==> src/rtl/sp_ram_param.sv <==
// Single-port RAM with byte-lane write enables, selectable write-port read behaviour
// and a hardware clear sweep that zeroes every word after reset or on request.
module sp_ram_param #(
    parameter int DATA_W  = 16,
    parameter int ADDR_W  = 6,
    parameter int WR_MODE = 0
) (
    input  logic                   clk,
    input  logic                   rst_n,
    input  logic                   req,
    input  logic                   we,
    input  logic [DATA_W/8-1:0]    be,
    input  logic [ADDR_W-1:0]      addr,
    input  logic [DATA_W-1:0]      wdata,
    input  logic                   clr,
    output logic [DATA_W-1:0]      rdata,
    output logic                   rvalid,
    output logic                   busy
);

    localparam int DEPTH = 2**ADDR_W;
    localparam int NB    = DATA_W/8;

    typedef enum logic {CLEAR, IDLE} state_t;

    state_t              state_q, state_d;
    logic [ADDR_W-1:0]   clr_cnt_q, clr_cnt_d;
    logic [DATA_W-1:0]   mem [DEPTH];
    logic [DATA_W-1:0]   old_word;
    logic [DATA_W-1:0]   merged_word;
    logic [DATA_W-1:0]   rdata_d;
    logic                rvalid_d;
    logic                rd_acc;
    logic                wr_acc;

    // Access handshake: an access is taken at every rising edge where req=1 while
    // IDLE and clr=0; there is no back-pressure other than busy, and a clr at the
    // same edge takes priority and discards the access.
    assign busy   = (state_q == CLEAR);
    assign rd_acc = (state_q == IDLE) && !clr && req && !we;
    assign wr_acc = (state_q == IDLE) && !clr && req && we;

    always_ff @(posedge clk or negedge rst_n) begin
        if (!rst_n) begin
            state_q   <= CLEAR;
            clr_cnt_q <= '0;
            rdata     <= '0;
            rvalid    <= 1'b0;
        end else begin
            state_q   <= state_d;
            clr_cnt_q <= clr_cnt_d;
            rdata     <= rdata_d;
            rvalid    <= rvalid_d;
        end
    end

    always_comb begin
        state_d   = state_q;
        clr_cnt_d = clr_cnt_q;
        case (state_q)
            CLEAR: begin
                clr_cnt_d = clr_cnt_q + 1'b1;
                if (clr_cnt_q == {ADDR_W{1'b1}}) begin
                    state_d = IDLE;
                end
            end
            IDLE: begin
                if (clr) begin
                    state_d   = CLEAR;
                    clr_cnt_d = '0;
                end
            end
            default: state_d = CLEAR;
        endcase
    end

    always_comb begin
        old_word    = mem[addr];
        merged_word = old_word;
        for (int i = 0; i < NB; i++) begin
            if (be[i]) begin
                merged_word[8*i +: 8] = wdata[8*i +: 8];
            end
        end
    end

    always_comb begin
        rdata_d  = rdata;
        rvalid_d = 1'b0;
        if (rd_acc) begin
            rdata_d  = old_word;
            rvalid_d = 1'b1;
        end else if (wr_acc) begin
            if (WR_MODE == 0) begin
                rdata_d  = old_word;
                rvalid_d = 1'b1;
            end else if (WR_MODE == 1) begin
                rdata_d  = merged_word;
                rvalid_d = 1'b1;
            end
        end
    end

    // Storage carries no reset; the sweep zeroes it once reset is released.
    always_ff @(posedge clk) begin
        if (rst_n) begin
            if (state_q == CLEAR) begin
                mem[clr_cnt_q] <= '0;
            end else if (wr_acc) begin
                mem[addr] <= merged_word;
            end
        end
    end

endmodule

==> config.mk <==
export PLATFORM = sky130hd
export DESIGN_NAME = sp_ram_param
export DESIGN_NICKNAME = d
export VERILOG_FILES = /design/src/rtl/sp_ram_param.sv
export SDC_FILE = /design/constraint.sdc
export NUM_CORES = 1
export LEC_CHECK = 0
export BUFFER_PORTS_ARGS = -buffer_cell sky130_fd_sc_hd__buf_2
export CORE_AREA = 3 3 326 328
export DETAILED_ROUTE_END_ITERATION = 8
export DIE_AREA = 0 0 329 331
export SLEW_MARGIN = 20
export SYNTH_ARGS = -nofsm -noshare
export SYNTH_HDL_FRONTEND = slang
export SYNTH_SLANG_ARGS = --single-unit
==> constraint.sdc <==
create_clock -name clk -period 13.6 [get_ports clk]
set_input_delay 2.72 -clock clk [delete_from_list [all_inputs] [get_ports clk]]
set_output_delay 2.72 -clock clk [all_outputs]
set_load 0.1 [all_outputs]
# Word-level counts from Yosys, hierarchy flattened
# Memory sizes are Yosys's and may differ from the RTL's.
# Index checks and enable logic that the tools add are counted.
[word_totals]
reg_bits = 24
mem_bits_rw = 1024
input_bits = 29
wordCells = 37
n_memories = 1
output_inout_bits = 18
[memory_table]
columns = ["name", "depth", "width", "rd", "rd_ports_with_merged_regs", "write_ports", "line_no", "rtl"]
rows = [
  ["mem", 64, 16, 1, 0, 1, "28", "logic [DATA_W-1:0] mem [DEPTH];"],
]
[op_classes]
eq_ne = 2
reduce_logical = 8
add_sub_neg = 1
mux = 20
bitwise = 1
[op_table]
columns = ["cell", "n"]
rows = [
  ["$mux W16", 3],
  ["$mux W8", 2],
  ["$reduce_or A16 Y1", 1],
  ["$mux W6", 2],
  ["$pmux W6 S2", 1],
  ["$mux W1", 11],
  ["$add A6 B1 Y6 const B", 1],
  ["$eq A6 B6 Y1 const B", 1],
  ["$logic_and A1 B1 Y1", 4],
  ["$logic_not A1 Y1", 2],
  ["$ne A2 B2 Y1 const B", 1],
  ["$pmux W1 S2", 1],
  ["$reduce_bool A2 Y1", 1],
  ["$not A1 Y1", 1],
]

# Longest topological paths before layout
# Gate-level depths: netlist of run 1.
[logic_depth]
ltp_word = 10
ltp_mapped = 12
depth_no_buf = 7

# Worst setup path after synthesis of run 1
# Ideal clock, no wire load.
[synth_path]
path_kind = "input -> register"
from = "in addr[0]"
to = "mem mem[0][14] (data pin)"
setup_time_ps = 719
arrival_ps = 6756
n_path_buf = 6
path_stages = 12
setup_slack_ps = 6125
required_ps = 12881
cell_sequence = "buf_6 > buf_12 > buf_12 > buf_12 > buf_8 > buf_8 > mux2i_1 > a22oi_1 > nand3_1 > nand4_1 > o41ai_2 > o31ai_1"
[synth_between]
elab_chain_cells = 3
[synth_lines]
columns = ["item", "line_no", "rtl"]
rows = [
  ["from (decl)", "13", "input logic [ADDR_W-1:0] addr,"],
  ["$mem_v2 Z64 W16", "-", ""],
  ["$mux W8", "81", "if (be[i]) begin"],
  ["$mux W16 (no line)", "-", ""],
  ["to (decl)", "28", ""],
]
# Every way passes these cells.

# Worst setup path in the final report of run 1
[layout_path]
from = "in addr[0]"
to = "mem mem[1][3] (data pin)"
# Same word-level chain as after synthesis.

==> results.py, run 1 <==
metrics = {
    "status": {
        "run_status": "complete, no violations",
    },
    "grt": {
        "grt_overflow": 0,
        "grt_use_total": 0.2075,
        "grt_pass1_vias": 22050,
        "antenna_found_initial": 3,
        "grt_pass1_wl_um": 161100,
        "grt_start_max_net_pins": 117,
    },
    "cells_and_area": {
        "fill_cells": 8743,
        "syn2layout_area_growth_pct": 13.56,
        "finish.utilization": 0.4540,
        "postLayoutCellArea_um2": 46990,
        "regArea_um2": 31350,
        "num_antenna_cells": 0,
        "nNetsFinal": 2408,
        "multiInputGateArea_um2": 9336,
        "drive_above_1_share": 0.1833,
    },
    "yosys": {
        "synth-seq-cells": 1048,
        "synth_area_leaders": "edfxtp_1 74%, mux2i_1 8.2%, mux4_2 5.0%",
        "synth_most_common_cell": "edfxtp_1",
        "synth_ff_type": "edfxtp_1",
        "ys_top_cells_by_count": "1024 x edfxtp_1, 341 x mux2i_1, 124 x nor2_1",
        "syn_inst": 2239,
        "syn_area_um2": 41370,
        "yosysUniqueCellTypes": 61,
        "yosysSeqAreaShare": 0.7577,
        "yosysTopAreaCell": "edfxtp_1",
        "yosysWarningCount": 0,
        "async_flop_share": 0.02290,
        "postSynthAreaPerCell_um2": 18.48,
        "yosysTopAreaCellShare": 0.7432,
        "synth_edf_count": 1024,
        "synth_nets": 2269,
    },
    "setup_path": {
        "crit_path_max_fanout": 81,
        "cp_common_cell": "buf_4",
        "end_kind": "flop",
        "max_stage_delay_ps": 950,
        "reg2reg_depth": 9,
        "crit_cells": 10,
        "worstPathCellList": "buf_8 -> buf_4 -> buf_4 -> mux2i_1 -> o22ai_1 -> nor3_2 -> o221ai_1 -> o41ai_2 -> o21ai_4 -> buf_16",
        "crit_arrival_ps": 7290,
        "cp_slowest_cell": "buf_4",
        "cp_num_buf_inv": 4,
        "rr_startpoint": "state_q",
        "crit_path_start_kind": "primary input",
        "crit_start": "addr[0]",
        "required_ps": 14020,
        "critical_path_class": "in2reg",
        "endpoint": "mem[1][3]",
        "rr_endpoint": "mem[16][4]",
        "regToRegSetupSlack_ps": 8730,
        "crit_family": "buffers and inverters",
    },
    "placed_design": {
        "place.gp.congestion": 0.8377,
        "portBuffers": 46,
        "dp_hpwl_um": 67670,
        "place_ws_ps": 5881,
        "placed_area_um2": 43470,
    },
    "clocking": {
        "hold_buffers": 0,
        "post-cts-setup-buffers": 0,
        "htreeDepth": 3,
        "cts_tree": "yes",
        "cts.sinks": 1048,
        "clkSlewWorstSetupHoldPaths_ps": 70,
        "cts_buffer_depth": 3,
        "clock_latency_ps": 690,
        "cts_made_buffers": 103,
        "root_buffer": "clkbuf_16",
        "ctsResizeCount": 0,
    },
    "timing": {
        "finalCritPeriodShare": 0.5057,
        "finalMaxSlewViolations": 0,
        "setup_ws_ps": 6722,
        "rsz0062_at_grt": "no",
        "min_period_ps": 6878,
        "finalSetupViolations": 0,
        "skew_ps": 42.20,
        "final.setup.tns_ps": 0,
        "hold_viol": 0,
        "fmax_ghz": 0.1454,
        "relSlewSlack": 0.1881,
        "worst_slew_pin_slew_ps": 1218,
        "hold_slack_ps": 474.0,
    },
    "die": {
        "coreArea_um2": 103500,
        "pin_count": 47,
        "die_area_um2": 108900,
        "rows": 118,
        "initial_core_util": 0.3998,
        "fp.dieH_um": 331,
        "fp.dieW_um": 329,
    },
    "routing": {
        "wl_per_cell_um": 29.46,
        "firstDrtPassIters": 5,
        "drc": 0,
        "routed_wl_um": 113300,
        "antenna_left": 0,
        "drtIter0Drc": 2488,
        "vias": 22250,
        "drt-vias-per-instance": 5.784,
    },
    "pwr": {
        "p_leak_nw": 17.22,
        "ir_worst_vdd_mv": 0.1459,
        "power_density_nw_per_um2": 153.5,
    },
    "worst_hold_path": {
        "min_from": "rdata[12]",
        "holdCritPathClass": "reg2reg",
    },
    "flow_run": {
        "drv_cap": 0,
    },
}
## state kept, by name, indices dropped and copies added, names as in the netlist
name and count:
clr_cnt_q 6, mem 1024, rdata 16, rvalid 1, state_q 1
## cell families (layout without fill, tap and decap cells)
| group | Yosys count | count (layout) | share of synthesized area |
|---|---|---|---|
| DFF | 1048 | 1048 | 0.7577 |
| AOI/OAI and AO/OA | 265 | 265 | 0.04330 |
| xor gates and xnor gates | 2 | 2 | 0.0004234 |
| adders and majority gates | 1 | 1 | 0.0003024 |
| and+or+nand+nor | 350 | 350 | 0.04037 |
| buffers and inverters | 130 | 357 | 0.02141 |
| muxes | 443 | 443 | 0.1365 |
## power by group
| part | internal (W) | leakage, nW | total (W) | switching (W) |
|---|---|---|---|---|
| logic | 0.000165 | 4.42 | 0.000676 | 0.000511 |
| clock network | 0.00168 | 1.67 | 0.00288 | 0.00120 |
| registers | 0.00360 | 11.1 | 0.00365 | 0.0000540 |
| total | 0.00545 | 17.2 | 0.00721 | 0.00176 |
## worst min-delay path by stage
stage | endpoint | slack, ps | depth (start not counted)
final | rdata[12] | 470 | 2
after floorplan | clr_cnt_q[0] | 510 | 1
after detailed placement | rdata[12] | 470 | 2
after CTS | rdata[12] | 480 | 2
after global routing | rdata[13] | 500 | 2
after global placement | rdata[12] | 460 | 2
## metrics by stage
stage	std cells	total power, W
after detailed placement	3650	0.004389
after floorplan	2239	0.004166
after global placement	3649	0.004378
after CTS	3843	0.007241
final	3846	0.007212
after global routing	3846	0.007411
## metal layers
layer  vias to the layer above  share of wire  GRT usage
li1                       9309              -          -
met1                     11720           0.40     0.2805
met2                      1019           0.48     0.3363
met3                       199          0.085    0.04273
met4                         0          0.035    0.07007
met5                         -              0          0
## worst register-to-register path, stage by stage, from the launching register on
cell	delay (ps)
dfrtp_1	740
nand3b_1	140
buf_4	240
clkinv_1	70
buf_4	320
nand3_1	740
o31ai_1	600
nand2_1	320
nor2_1	920
buf_4	440
## area by class of cell
class / instances / area share
Tap cell: 1380 / 0.03675
Timing Repair Buffer: 153 / 0.02381
Clock buffer: 142 / 0.06016
Sequential cell: 1048 / 0.6672
Inverter: 11 / 0.0008788
Clock inverter: 51 / 0.01246
Multi-Input combinational cell: 1061 / 0.1987
## placed cells by master, fill, tap and decap left out, types with 8 or more instances in the layout
cell type / synthesis / final
edfxtp_1: 1024 / 1024
mux2i_1: 341 / 341
nor2_1: 124 / 113
clkbuf_16: 0 / 105
buf_4: 8 / 104
mux4_2: 91 / 91
nand2_1: 80 / 80
o22ai_1: 67 / 67
a22oi_1: 61 / 61
nand3_1: 45 / 45
a21oi_1: 50 / 45
buf_2: 24 / 44
clkbuf_1: 41 / 31
dfrtp_1: 24 / 24
o21ai_0: 23 / 21
clkinv_2: 0 / 19
nor3_1: 17 / 17
nand4_1: 15 / 15
bufinv_16: 0 / 12
nand2b_1: 11 / 11
inv_1: 10 / 10
clkinv_1: 1 / 9
nor2_2: 0 / 9
nor4_1: 9 / 9
o221ai_1: 8 / 8
o41ai_2: 8 / 8
a31oi_1: 8 / 8
No activity file was read; power rests on OpenSTA's default activity.
==> run 2: changes to the inputs <==
Clock period 13.6 ns to 5.92 ns, I/O delays scaled along.
==> run 2 against run 1 <==
Compared with the run above: combinational power up 140%; sequential cell count unchanged; sequential power up 130%; utilization up 0.55 points; clock skew down 4.6 ps; first-iteration DRC count up 14%; global-route usage up 0.14 points; non-clock buffer count up 43; final area up 1.2%; via count up 0.93%; worst setup slack worse by 5000 ps.
==> results.py, run 2 (synthesis gave the netlist of run 1 again) <==
metrics = {
    "setup_path": {
        "crit_family": "compound AO/OA/AOI/OAI gates",
        "max_stage_delay_ps": 630,
        "worstPathCellList": "buf_8 -> buf_12 -> mux2i_1 -> a22oi_1 -> nand2_1 -> o22ai_1 -> o41ai_2 -> o21ai_4 -> buf_4",
        "crit_path_start_kind": "primary input",
        "cp_num_buf_inv": 3,
        "required_ps": 6370,
        "critical_path_class": "in2reg",
        "crit_arrival_ps": 4660,
        "crit_cells": 9,
        "crit_path_max_fanout": 63,
        "reg2reg_depth": 9,
        "cp_slowest_cell": "o21ai_4",
        "end_kind": "flop",
    },
    "timing": {
        "finalCritPeriodShare": 0.7122,
        "skew_ps": 37.55,
        "min_period_ps": 4216,
        "hold_slack_ps": 488.8,
        "final.setup.tns_ps": 0,
        "setup_ws_ps": 1704,
        "rsz0062_at_grt": "no",
        "worst_slew_pin_slew_ps": 1058,
        "finalMaxSlewViolations": 0,
        "finalSetupViolations": 0,
        "relSlewSlack": 0.2924,
        "fmax_ghz": 0.2372,
        "hold_viol": 0,
    },
    "status": {
        "run_status": "complete, no violations",
    },
    "clocking": {
        "htreeDepth": 3,
        "root_buffer": "clkbuf_16",
        "clkSlewWorstSetupHoldPaths_ps": 60,
        "cts_buffer_depth": 3,
        "cts_tree": "yes",
        "cts.sinks": 1048,
        "post-cts-setup-buffers": 0,
        "clock_latency_ps": 690,
        "hold_buffers": 0,
        "cts_made_buffers": 108,
        "ctsResizeCount": 0,
    },
    "routing": {
        "vias": 22450,
        "routed_wl_um": 113800,
        "firstDrtPassIters": 5,
        "wl_per_cell_um": 29.20,
        "drc": 0,
        "drtIter0Drc": 2841,
        "antenna_left": 0,
        "drt-vias-per-instance": 5.758,
    },
    "die": {
        "coreArea_um2": 103500,
        "fp.dieH_um": 331,
        "rows": 118,
        "fp.dieW_um": 329,
        "pin_count": 47,
        "die_area_um2": 108900,
        "initial_core_util": 0.3998,
    },
    "pwr": {
        "p_leak_nw": 17.55,
        "switching_share": 0.2476,
        "p_seq_frac": 0.499,
        "p_int_w": 0.01266,
        "power_density_nw_per_um2": 353.7,
        "p_switching_w": 0.004165,
        "p_comb_frac": 0.094,
        "clkPwrFrac": 0.406,
        "ir_worst_vdd_mv": 0.3693,
    },
    "cells_and_area": {
        "drive_above_1_share": 0.1927,
        "largest_reg_flops": 1024,
        "stdcell_count": 3899,
        "fill_cells": 8694,
        "reg_top3": "mem: 1024 flops, rdata: 16 flops, clr_cnt_q: 6 flops",
        "nNetsFinal": 2456,
        "largest_register": "mem",
        "mostFrequentLayoutCell": "edfxtp_1",
        "final_cell_mix": "1024 x edfxtp_1, 341 x mux2i_1, 136 x buf_4, 123 x nor2_1, 110 x clkbuf_16",
        "syn2layout_area_growth_pct": 14.95,
    },
    "placed_design": {
        "place.gp.congestion": 0.9143,
        "placedCellCount": 3696,
        "dp_hpwl_um": 70740,
        "place_ws_ps": 997.0,
        "portBuffers": 46,
    },
    "grt": {
        "grt_use_total": 0.2089,
        "grt_pass1_wl_um": 163100,
        "grt_overflow": 0,
        "grt_start_max_net_pins": 72,
        "antenna_found_initial": 7,
        "grt_pass1_vias": 22240,
    },
    "worst_hold_path": {
        "holdCritPathClass": "reg2reg",
        "worstHoldPathCells": 2,
    },
    "flow_run": {
        "drv_cap": 0,
    },
}
run 2: changes by cell type in the layout (fill, tap and decap cells not counted), moves of 6 or more:
cell,delta
nor2_2,-8
buf_4,+32
buf_12,+12
nor2_1,+10
clkbuf_8,-6
clkinv_1,+13
run 2: worst paths after layout:
check / from / end / slack, ps
min in group asynchronous: rst_n / rdata[13] / 580
worst min register to register: rdata[0] / rdata[0] / 490
max in group asynchronous: rst_n / clr_cnt_q[1] / 5010
worst max register to register: state_q / mem[15][3] / 2160
worst min-delay path: rdata[0] / rdata[0] / 490
worst max-delay path: addr[0] / mem[40][1] / 1700
run 2: power by group through the flow:
stage | sequential (W) | clock [W] | combinational (W)
after floorplan | 0.00885 | 0 | 0.000718
after global placement | 0.00854 | 0 | 0.00156
after detailed placement | 0.00855 | 0 | 0.00157
after CTS | 0.00839 | 0.00693 | 0.00158
after global routing | 0.00841 | 0.00723 | 0.00166
final | 0.00840 | 0.00684 | 0.00159
run 2: per-stage QoR:
| step | utilization | cell area (um^2) | total power, W |
|---|---|---|---|
| finish | 0.4595 | 47560 | 0.01682 |
| global route | 0.4595 | 47550 | 0.01730 |
| CTS | 0.4591 | 47520 | 0.01690 |
| global placement | 0.4242 | 43900 | 0.01010 |
| floorplan | - | 41380 | 0.009571 |
| detailed placement | 0.4246 | 43950 | 0.01012 |
run 2: tightest hold or removal path, cell delays in order (launching register included):
cell and delay [ps]:
dfrtp_1 340, nand2_1 60, nand2_1 60
run 2: per-layer routing:
metal  global-route usage  up-vias  share of wire
li1                     -     9425              -
met1               0.3002    11710           0.42
met2               0.3158     1113           0.45
met3              0.05342      193           0.10
met4              0.05946        6          0.030
met5                    0        -        0.00032
run 2: area by class of cell:
type	instances	area [um^2]	share of cell area
clock buffers	136	2850	0.05993
clock inverters	65	719.4	0.01513
multi-input cells	1061	9308	0.1957
diodes	2	5.005	0.0001052
inverters	11	41.29	0.0008682
repair buffers	196	1559	0.03278
well taps	1380	1727	0.03631
flip-flops and latches	1048	31350	0.6592
==> run 3: changes to the inputs <==
Clock period 5.92 ns to 3.8 ns, I/O delays scaled along.
==> run 3 against run 2 <==
Compared with the run above: power increased by 53%; register-to-register slack got worse by 1600 ps; global-route usage down 0.39 points; final area up 1.4%; hold slack worse by 300 ps; routed wire length decreased by 1.8%; sequential share of layout area fell by 0.90 points; non-clock buffer count is 79 higher; die area did not move; clock skew fell by 12 ps; highest routed layer is now met4.
==> results.py, run 3 (synthesis gave the netlist of run 1 again) <==
metrics = {
    "status": {
        "run_status": "complete, no violations",
    },
    "grt": {
        "grt_pass1_wl_um": 160800,
        "grt_overflow": 0,
        "antenna_found_initial": 4,
        "grt_start_max_net_pins": 65,
        "grt_pass1_vias": 22430,
        "grt_use_total": 0.2049,
    },
    "setup_path": {
        "critical_path_class": "reg2reg",
        "crit_arrival_ps": 3590,
        "required_ps": 4160,
        "end_kind": "flop",
        "crit_path_start_kind": "flop",
        "crit_path_max_fanout": 20,
    },
    "clocking": {
        "cts_made_buffers": 102,
        "root_buffer": "clkbuf_16",
        "hold_buffers": 0,
        "ctsResizeCount": 0,
        "clkSlewWorstSetupHoldPaths_ps": 60,
        "clock_latency_ps": 680,
        "cts_tree": "yes",
        "htreeDepth": 3,
        "cts.sinks": 1048,
        "cts_buffer_depth": 3,
        "post-cts-setup-buffers": 0,
    },
    "cells_and_area": {
        "mostFrequentLayoutCell": "edfxtp_1",
        "largest_register": "mem",
        "final_cell_mix": "1024 x edfxtp_1, 341 x mux2i_1, 194 x buf_4, 123 x nor2_1, 103 x clkbuf_16",
        "postLayoutCellArea_um2": 48220,
        "largest_reg_flops": 1024,
        "fill_cells": 8676,
        "multiInputGateArea_um2": 9270,
        "regArea_um2": 31350,
        "nNetsFinal": 2529,
        "drive_above_1_share": 0.2157,
        "reg_top3": "mem: 1024 flops, rdata: 16 flops, clr_cnt_q: 6 flops",
        "syn2layout_area_growth_pct": 16.54,
    },
    "pwr": {
        "ir_worst_vdd_mv": 0.5962,
        "p_leak_nw": 17.93,
        "power_density_nw_per_um2": 534.6,
    },
    "timing": {
        "finalSetupViolations": 0,
        "relSlewSlack": 0.3471,
        "min_period_ps": 3232,
        "rsz0062_at_grt": "no",
        "skew_ps": 25.84,
        "fmax_ghz": 0.3094,
        "worst_slew_pin_slew_ps": 970.4,
        "hold_viol": 0,
        "final.setup.tns_ps": 0,
        "finalMaxSlewViolations": 0,
        "finalCritPeriodShare": 0.8505,
    },
    "placed_design": {
        "place.gp.congestion": 0.8531,
        "dp_hpwl_um": 73850,
        "portBuffers": 46,
        "placed_area_um2": 44790,
    },
    "routing": {
        "antenna_left": 0,
        "drtIter0Drc": 2743,
        "met1_length_um": 47190,
        "routed_wl_um": 111900,
        "wl_per_cell_um": 28.18,
        "wl_met2_um": 52640,
        "top_layer": "met4",
        "vias": 22550,
        "wl_met3_um": 9741,
        "firstDrtPassIters": 6,
        "drc": 0,
        "drt-vias-per-instance": 5.682,
    },
    "die": {
        "fp.dieW_um": 329,
        "die_area_um2": 108900,
        "fp.dieH_um": 331,
        "initial_core_util": 0.3998,
        "coreArea_um2": 103500,
        "rows": 118,
        "pin_count": 47,
    },
    "worst_hold_path": {
        "holdCritPathClass": "in2async",
    },
    "flow_run": {
        "drv_cap": 0,
    },
}
run 3: cell count changes in the layout (fill, tap and decap cells not counted), sizes merged:
| cell | before | now |
|---|---|---|
| clkbuf | 136 | 130 |
| inv | 14 | 15 |
| clkinv | 42 | 38 |
| buf | 196 | 275 |
run 3: per-layer routing:
layer	up-vias	GRT usage
met5	-	0
met4	0	0.04583
met3	152	0.04166
met2	1011	0.3258
met1	11830	0.2930
li1	9556	-
run 3: cell type report:
cell class,instances,area share
sequential,1048,0.6501
clock inverter,62,0.01443
timing repair buffer,275,0.05003
tap,1380,0.03581
multi-input combinational,1061,0.1922
antenna,2,0.0001038
clock buffer,130,0.05638
inverter,11,0.0008563
run 3: path summary, 6_finish.rpt:
path	from	to	slack [ps]	cells past startpoint
hold / removal	rst_n	rdata[1]	190	2
setup / recovery	state_q	mem[6][14]	570	9
max in group asynchronous	rst_n	rdata[8]	3220	2
min in group clk	clr	clr_cnt_q[1]	460	2
setup reg to reg	state_q	mem[6][14]	570	9
hold reg to reg	rdata[12]	rdata[12]	470	2
run 3: worst max-delay path: stages (launching register included):
cell and delay, ps:
dfrtp_1 570, nand3b_1 240, clkinv_1 270, nand3_1 180, buf_4 340, nand3_1 180
o21ai_0 160, nand2_1 260, nor2_1 360, buf_4 300
run 3: report_power, final:
part	switching [W]	total (W)	leakage, nW	internal [W]
combinational	0.00182	0.00250	5.15	0.000676
sequential	0.000154	0.0130	11.1	0.0129
clock	0.00428	0.0103	1.65	0.00597
total	0.00626	0.0258	17.9	0.0195
run 3: metrics by stage:
step | hold slack, ps | power, W | utilization | instances | setup slack [ps]
floorplan | 464.4 | 0.01491 | - | 2239 | 215.0
global placement | 460.8 | 0.01571 | 0.4328 | 3775 | 10.64
detailed placement | 470.4 | 0.01575 | 0.4328 | 3775 | -74.72
CTS | 166.7 | 0.02593 | 0.4658 | 3967 | 638.5
global route | 185.5 | 0.02658 | 0.4659 | 3967 | 458.0
finish | 193.3 | 0.02578 | 0.4659 | 3969 | 568.3
